===== src/rtl/countdown_timer.sv =====
`default_nettype none
// ============================================================================
//  Module   : countdown_timer
//  Brief    : Loadable down-counter with valid/ready load and expiry
//             handshakes, enable gating, optional auto-reload and abort.
//  Revision : 1.0 - initial release
// ============================================================================
module countdown_timer #(
    parameter int  MAX_NUM = 100,
    localparam int CW      = $clog2(MAX_NUM + 1)
) (
    input  logic          clk,
    input  logic          rst_n,
    input  logic          load_valid,
    output logic          load_ready,
    input  logic [CW-1:0] load_value,
    input  logic          reload,
    input  logic          en,
    input  logic          abort,
    output logic [CW-1:0] count,
    output logic          busy,
    output logic          done_valid,
    input  logic          done_ready,
    output logic          zero
);

    typedef enum logic [1:0] {
        IDLE = 2'd0,
        RUN  = 2'd1,
        DONE = 2'd2
    } state_t;

    localparam logic [CW-1:0] c_MAX_VAL = CW'(MAX_NUM);
    localparam logic [CW-1:0] c_ONE     = CW'(1);

    state_t        r_state;
    logic [CW-1:0] r_count;
    logic [CW-1:0] r_reload;
    logic [CW-1:0] w_load_clamped;

    // Out-of-range start values saturate at the largest loadable count
    assign w_load_clamped = (load_value > c_MAX_VAL) ? c_MAX_VAL : load_value;

    // State, count and reload register; abort overrides every other event
    always_ff @(posedge clk or negedge rst_n) begin
        if (!rst_n) begin
            r_state  <= IDLE;
            r_count  <= '0;
            r_reload <= '0;
        end else if (abort) begin
            // Reload register intentionally survives an abort
            r_state <= IDLE;
            r_count <= '0;
        end else begin
            case (r_state)
                IDLE: begin
                    if (load_valid) begin
                        r_count  <= w_load_clamped;
                        r_reload <= w_load_clamped;
                        r_state  <= (w_load_clamped == '0) ? DONE : RUN;
                    end
                end
                RUN: begin
                    if (en) begin
                        // count <= 1 also covers a count of 0 so it can never wrap
                        if (r_count <= c_ONE) begin
                            r_count <= '0;
                            r_state <= DONE;
                        end else begin
                            r_count <= r_count - c_ONE;
                        end
                    end
                end
                DONE: begin
                    if (done_ready) begin
                        if (reload) begin
                            r_count <= r_reload;
                            r_state <= (r_reload == '0) ? DONE : RUN;
                        end else begin
                            r_count <= '0;
                            r_state <= IDLE;
                        end
                    end
                end
                default: begin
                    r_state <= IDLE;
                    r_count <= '0;
                end
            endcase
        end
    end

    assign load_ready = (r_state == IDLE);
    assign busy       = (r_state == RUN);
    assign done_valid = (r_state == DONE);
    assign count      = r_count;
    assign zero       = (r_count == '0);

endmodule
`default_nettype wire


===== config.mk =====
export PLATFORM = sky130hd
export DESIGN_NAME = countdown_timer
export DESIGN_NICKNAME = d
export VERILOG_FILES = /design/src/rtl/countdown_timer.sv
export SDC_FILE = /design/constraint.sdc
export NUM_CORES = 1
export LEC_CHECK = 0
export BUFFER_PORTS_ARGS = -buffer_cell sky130_fd_sc_hd__buf_2
export CELL_PAD_IN_SITES_DETAIL_PLACEMENT = 1
export CELL_PAD_IN_SITES_GLOBAL_PLACEMENT = 1
export CORE_MARGIN = 2
export CORE_UTILIZATION = 35
export DETAILED_ROUTE_END_ITERATION = 10
export PLACE_DENSITY = 0.82
export REMOVE_ABC_BUFFERS = 1
export SYNTH_ARGS = -nofsm -noshare
export SYNTH_HDL_FRONTEND = slang
export SYNTH_SLANG_ARGS = --single-unit

===== constraint.sdc =====
create_clock -name clk -period 1.5 [get_ports clk]
set_input_delay 0.3 -clock clk [delete_from_list [all_inputs] [get_ports clk]]
set_output_delay 0.3 -clock clk [all_outputs]
set_load 0.005 [all_outputs]

==> results.md, run 1 <==
* Dpl cell area at 0.001378 mm^2
* Post-synth top cells: 16 x dfrtp_1, 15 x nand2_1, 10 x o21ai_0
* I/O Pins at 25
* FF-to-FF Start: count[4]$_DFFE_PN0P_
* Grt total ovfl at 0
* Port bufs at 24
* Reg2reg end: count[0]$_DFFE_PN0P_
* Fmax achieved at between 0.5 and 0.6 GHz
* EDFF count, synth at 0
* Pwr Total at roughly 2300 uW
* First-pass GRT wire length at 6713 um
* TritonCTS Buffers at 3
* Rows at 20
* Max Slew Vio Count at 0
* Post-DRT Antenna Nets at 0
* Worst VDD drop at 741.8 uV
* Sequential area share after synthesis at 37.25%
* Worst Setup SP: count[4]$_DFFE_PN0P_
* H-tree Lvls at 1
* Worst setup SP type: flip-flop
* Fillers at 360
* P&R area growth vs syn at 55.53%
* # setup viols final at 11
* Kind of critical path: reg -> out
* Number of global-route vias before repair at around 1.4k
* Max transition margin at 74.57%
* Largest net degree at the start of global routing at 17
* CTS Buffer Depth at 2
* CP required at 1.20 ns
* Die width at 59.42 um
* Cell with the most instances after synthesis: dfrtp_1
* Yosys Warn Count at 0
* Global-route met1 utilization at 28.13%
* #FFs+latches synth at 16
* GRT met2 Usage at a little under 50%
* Die Area at between 0.003 and 0.004 mm^2
* Outcome: finished, violations left
* Antenna violations before repair at 0
* Crit path max fanout at 2
* Total Routing Usage GR at 26.02%
* Worst setup endpoint: zero
* Yosys cell types at 39
* CP Data Arrival Time at approximately 1.4 ns
* Max-cap violations at 0
* Initial Util at 36.09%
* Worst setup margin at -0.2195 ns
* DRT Pass-1 Iters at 4
* Reg2Reg Depth at 6
* CTS tree: done
* DR vias at 1287
* Area contributors post-synth: dfrtp_1 37%, nand2_1 5.2%, o21ai_0 4.7%
* GRT met3 Usage at 3.930%
* Synth Instances at around 130
* Fin nets at 199
* Share of cells above drive strength 1 at about 51%
* Fin. Hold Viols at 0
* Syn_area_per_cell at roughly 8.6 um^2
* RSZ-0062 raised after global routing: yes
* Finished layout cell area at 0.001672 mm^2
* Clock Root Buffer: clkbuf_4
* Fin Clk Skew at roughly 0.011 ns
* Ant diodes at 0
* Chip height at 59.42 um
* Drt first-iter violations at 31
* Failing checks: setup timing
* Layout Cells excl Fill at 214
* Synth Cell Area at between 0.001 and 0.0015 mm^2
* Minimum clock period at 1.720 ns
* Final worst path period share at 114.6%
* GRT Max-Usage Layer: met2
* Wirelength per Cell at 19.63 um
* Placed wire-length estimate at 2803 um
* Leakage at 0.0008282 uW
* Pwr dens at 1381 mW/mm^2
* # DRC at 0
* Placed cells at 198
* TritonCTS Sinks at 16
* Worst-path clk slew at 0.10 ns
* Yosys top cell area share at 37.25%
* Ys async rst share at 100.0%
* HP Class: in -> reg
* Reg2reg setup slack at -0.18 ns
* Area leader, netlist: dfrtp_1
* Later-pin clock latency in the skew report at approximately 0.3 ns
* Critical path endpoint category: output pin
* Worst-Margin Slew at between 0.3 and 0.4 ns
* Top_reg_cell synth: dfrtp_1
* Routability cong. at 0.8582
* Total wire length at 4201 um
* Core Footprint at 0.002978 mm^2
* Via density at 6.014
[state kept, by name (all words and copies together), names as in the netlist]
register,count
count,7
r_reload,7
r_state,2
[stage by stage]
stage | setup slack, ns | TNS (ns) | hold slack (ns) | utilization (%)
6_report | -0.2195 | -1.567 | 0.2865 | 56.13
5_1_grt | -0.2985 | -2.228 | 0.3101 | 56.13
4_1_cts | -0.1686 | -0.8113 | 0.2902 | 54.62
3_5_place_dp | -0.1733 | -0.9715 | 0.2396 | 46.26
3_3_place_gp | -0.09197 | -0.3879 | 0.2339 | 46.26
2_1_floorplan | -0.1441 | -0.7665 | 0.004409 | -
[per-layer routing]
| layer | share of wire, % | up-vias |
|---|---|---|
| met5 | 0 | - |
| met4 | 3.2 | 0 |
| met3 | 4.2 | 14 |
| met2 | 53 | 51 |
| met1 | 40 | 634 |
| li1 | - | 588 |
[power breakdown]
group / switching, uW / internal [uW] / total (uW)
sequential: 129 / 551 / 680
combinational: 641 / 743 / 1380
clock: 150 / 93.7 / 244
total: 920 / 1390 / 2310
[cells in the final DEF (no fill, tap or decap), drive strengths merged, types with 4 or more instances in the layout]
cell / instances
a211o: 4
a21oi: 5
buf: 58
dfrtp: 16
inv: 5
mux2: 4
nand2: 15
nor2: 9
nor2b: 4
nor3: 5
nor4: 6
o21ai: 10
[repair_timing]
action | in CTS | in global routing
setup buffers | 10 | 2
setup endpoints to repair | 13 | 15
endpoints found under the hold margin | 16 | 0
pin swaps | 11 | 4
hold buffers | 1 | 0
gates resized for setup | 37 | 6
[critical path: stages (launching register included)]
cell and delay (ns):
dfrtp_1 0.40, nor4_2 0.31, buf_4 0.18, nand2_4 0.04
nor2_1 0.07, buf_2 0.11
[worst min path at each step]
stage                        startpoint                       to  slack [ns]  cells after the start
after floorplan                   rst_n     count[0]$_DFFE_PN0P_       0.004                      0
after global placement            rst_n     count[6]$_DFFE_PN0P_        0.23                      1
after detailed placement          rst_n     count[6]$_DFFE_PN0P_        0.24                      1
after CTS                 load_value[1]  r_reload[1]$_DFFE_PN0P_        0.29                      3
after global routing      load_value[1]  r_reload[1]$_DFFE_PN0P_        0.31                      3
final                     load_value[1]  r_reload[1]$_DFFE_PN0P_        0.29                      3
[logic make-up (layout without fill, tap and decap cells)]
logic type               after synthesis  count (layout)  synth area share [%]
multiplexers                           5               5                 5.122
adder cells (fa/ha/maj)                2               2                 2.328
AO/OA/AOI/OAI                         40              40                 26.89
AND/OR/NAND/NOR                       51              51                 24.45
buffers and inverters                 11              67                 3.958
flip-flops                            16              16                 37.25
[area by class of cell]
class / instances / area [um^2] / area share [%]
multi-input combinational: 98 / 773.2 / 46.26
inverter: 5 / 18.77 / 1.123
tap: 33 / 41.29 / 2.470
sequential: 16 / 401.6 / 24.03
timing repair buffer: 59 / 414.1 / 24.78
clock buffer: 3 / 22.52 / 1.347
Note: power is estimated with default switching activity, not from simulation.
==> inputs of run 2 (changes only) <==
- GPL_TIMING_DRIVEN: not set -> 0
==> results.md, run 2 (synthesis gave the netlist of run 1 again) <==
* Outcome: finished, violations left
* Failing checks: setup timing
* Dpl cell area at 0.001212 mm^2
* Fin nets at 196
* I/O Pins at 25
* Crit path max fanout at 6
* CP required at 1.68 ns
* Post-DRT Antenna Nets at 0
* Fmax achieved at 0.6062 GHz
* Die width at 59.42 um
* Via density at 6.336
* Post-route setup TNS at -1.198 ns
* DRT Pass-1 Iters at 4
* Worst VDD drop at 585.7 uV
* Placed wire-length estimate at 2281 um
* Chip height at 59.42 um
* Max-cap violations at 0
* Clock Root Buffer: clkbuf_4
* First-pass GRT wire length at 6624 um
* HP Class: in -> reg
* Worst hold slack at 0.2900 ns
* Worst-path clk slew at 0.10 ns
* Layout Cells excl Fill at between 200 and 250
* Max Slew Vio Count at 0
* # setup viols final at 11
* CP Data Arrival Time at 1.83 ns
* Total wire length at 4793 um
* Core Footprint at a little under 0.003 mm^2
* Routability cong. at 0.8279
* Pwr dens at 1384 mW/mm^2
* Worst setup SP type: flip-flop
* Port bufs at 24
* Top flop regs: count: 7 flops, r_reload: 7 flops, r_state: 2 flops
* Leading cell types in the layout, fill and taps excluded: 24 x buf_2, 24 x buf_4, 14 x nand2_1, 10 x dfrtp_1, 9 x o21ai_0
* Initial Util at 36.09%
* Switching power at 988.7 uW
* Wirelength per Cell at roughly 23 um
* Comb power frac at just under 60%
* Rows at 20
* Critical path endpoint category: flip-flop
* H-tree Lvls at 1
* Power share of the sequential group at a little under a third
* Total Routing Usage GR at 25.41%
* Antenna violations before repair at 0
* Register area at 407.9 um^2
* Largest net degree at the start of global routing at 17
* Fillers at 337
* CTS tree: done
* Max transition margin at between 70% and 80%
* Later-pin clock latency in the skew report at between 0.2 and 0.3 ns
* Minimum clock period at 1.650 ns
* Worst-Margin Slew at 0.3927 ns
* DR vias at ~1.3k
* Grt total ovfl at 0
* Ant diodes at 0
* Finished layout cell area at ~0.0017 mm^2
* P&R area growth vs syn at 59.60%
* Switching share of power at 41.63%
* Multi-input logic area at 847.1 um^2
* Die Area at 0.003530 mm^2
* Internal at 1386 uW
* Kind of critical path: reg -> reg
* Placed cells at 176
* Clock share of power at about a tenth
* Share of cells above drive strength 1 at 53.93%
* CTS Buffer Depth at 2
* # DRC at 0
* TritonCTS Sinks at 16
* Fin. Hold Viols at 0
* Worst setup margin at -0.1497 ns
* Number of global-route vias before repair at 1345
* Finished Core Util at 57.61%
* Drt first-iter violations at 69
* Fin Clk Skew at 0.003471 ns
* TritonCTS Buffers at 3
* Leakage at 0.0008211 uW
* RSZ-0062 raised after global routing: yes
* Final worst path period share at 110.0%
## run 2: cell count changes in the layout (fill, tap and decap cells not counted), moves of 2 or more
cell	change
a21oi_2	-2
buf_4	-4
nor4_4	+2
nor4_2	-2
dfrtp_1	-5
nor2_2	-2
a21oi_1	+2
nor2_1	+2
dfrtp_2	+5
## run 2: path summary, 6_finish.rpt
| check | from | slack, ns | cells past startpoint | endpoint |
|---|---|---|---|---|
| worst min-delay path | load_value[0] | 0.29 | 3 | r_reload[0]$_DFFE_PN0P_ |
| worst min register to register | r_reload[0]$_DFFE_PN0P_ | 0.56 | 2 | r_reload[0]$_DFFE_PN0P_ |
| max in group asynchronous | rst_n | 0.74 | 2 | count[0]$_DFFE_PN0P_ |
| worst max register to register | r_state[0]$_DFFE_PN0P_ | -0.15 | 6 | count[4]$_DFFE_PN0P_ |
| min in group asynchronous | rst_n | 0.46 | 2 | count[6]$_DFFE_PN0P_ |
| worst max-delay path | r_state[0]$_DFFE_PN0P_ | -0.15 | 6 | count[4]$_DFFE_PN0P_ |
## run 2: repair_timing
| action | in CTS | in global routing |
|---|---|---|
| hold buffers | 1 | 0 |
| buffers inserted | 24 | 7 |
| gates resized for setup | 35 | 18 |
| pin swaps | 13 | 11 |
| endpoints found under the hold margin | 16 | 0 |
| setup endpoints to repair | 20 | 16 |
| gates cloned | 0 | 1 |
## run 2: worst max-delay path: stages (launching register included)
cell and delay, ns:
dfrtp_2 0.45, buf_6 0.14, buf_6 0.11, and3b_2 0.27, a32oi_2 0.25, nor3_2 0.09, a211o_1 0.23
## run 2: layer usage
| metal | up-vias | routed length, um | GRT usage [%] | share of wire, % |
|---|---|---|---|---|
| met1 | 671 | 1828 | 28.86 | 38 |
| met4 | 0 | 200 | 12.66 | 4.2 |
| met3 | 17 | 235 | 4.803 | 4.9 |
| met2 | 64 | 2529 | 44.90 | 53 |
| met5 | - | 0 | 0 | 0 |
| li1 | 585 | - | - | - |
## run 2: area by class of cell
cell class	count	share of cell area [%]
repair buffers	55	22.03
well taps	33	2.407
inverters	5	1.094
multi-input cells	99	49.38
clock buffers	3	1.313
flip-flops and latches	16	23.78
## run 2: per-stage QoR
stage / total power (uW) / setup slack, ns
floorplan: 1117 / -0.1441
global placement: 1333 / -0.3054
detailed placement: 1383 / -0.3972
CTS: 2024 / -0.1438
global route: 2517 / -0.2681
finish: 2375 / -0.1497
## run 2: power by group through the flow
stage	registers, uW	logic [uW]	clock network (uW)
floorplan	683	434	0
global placement	709	624	0
detailed placement	724	659	0
CTS	704	1090	235
global route	754	1490	269
finish	738	1400	239
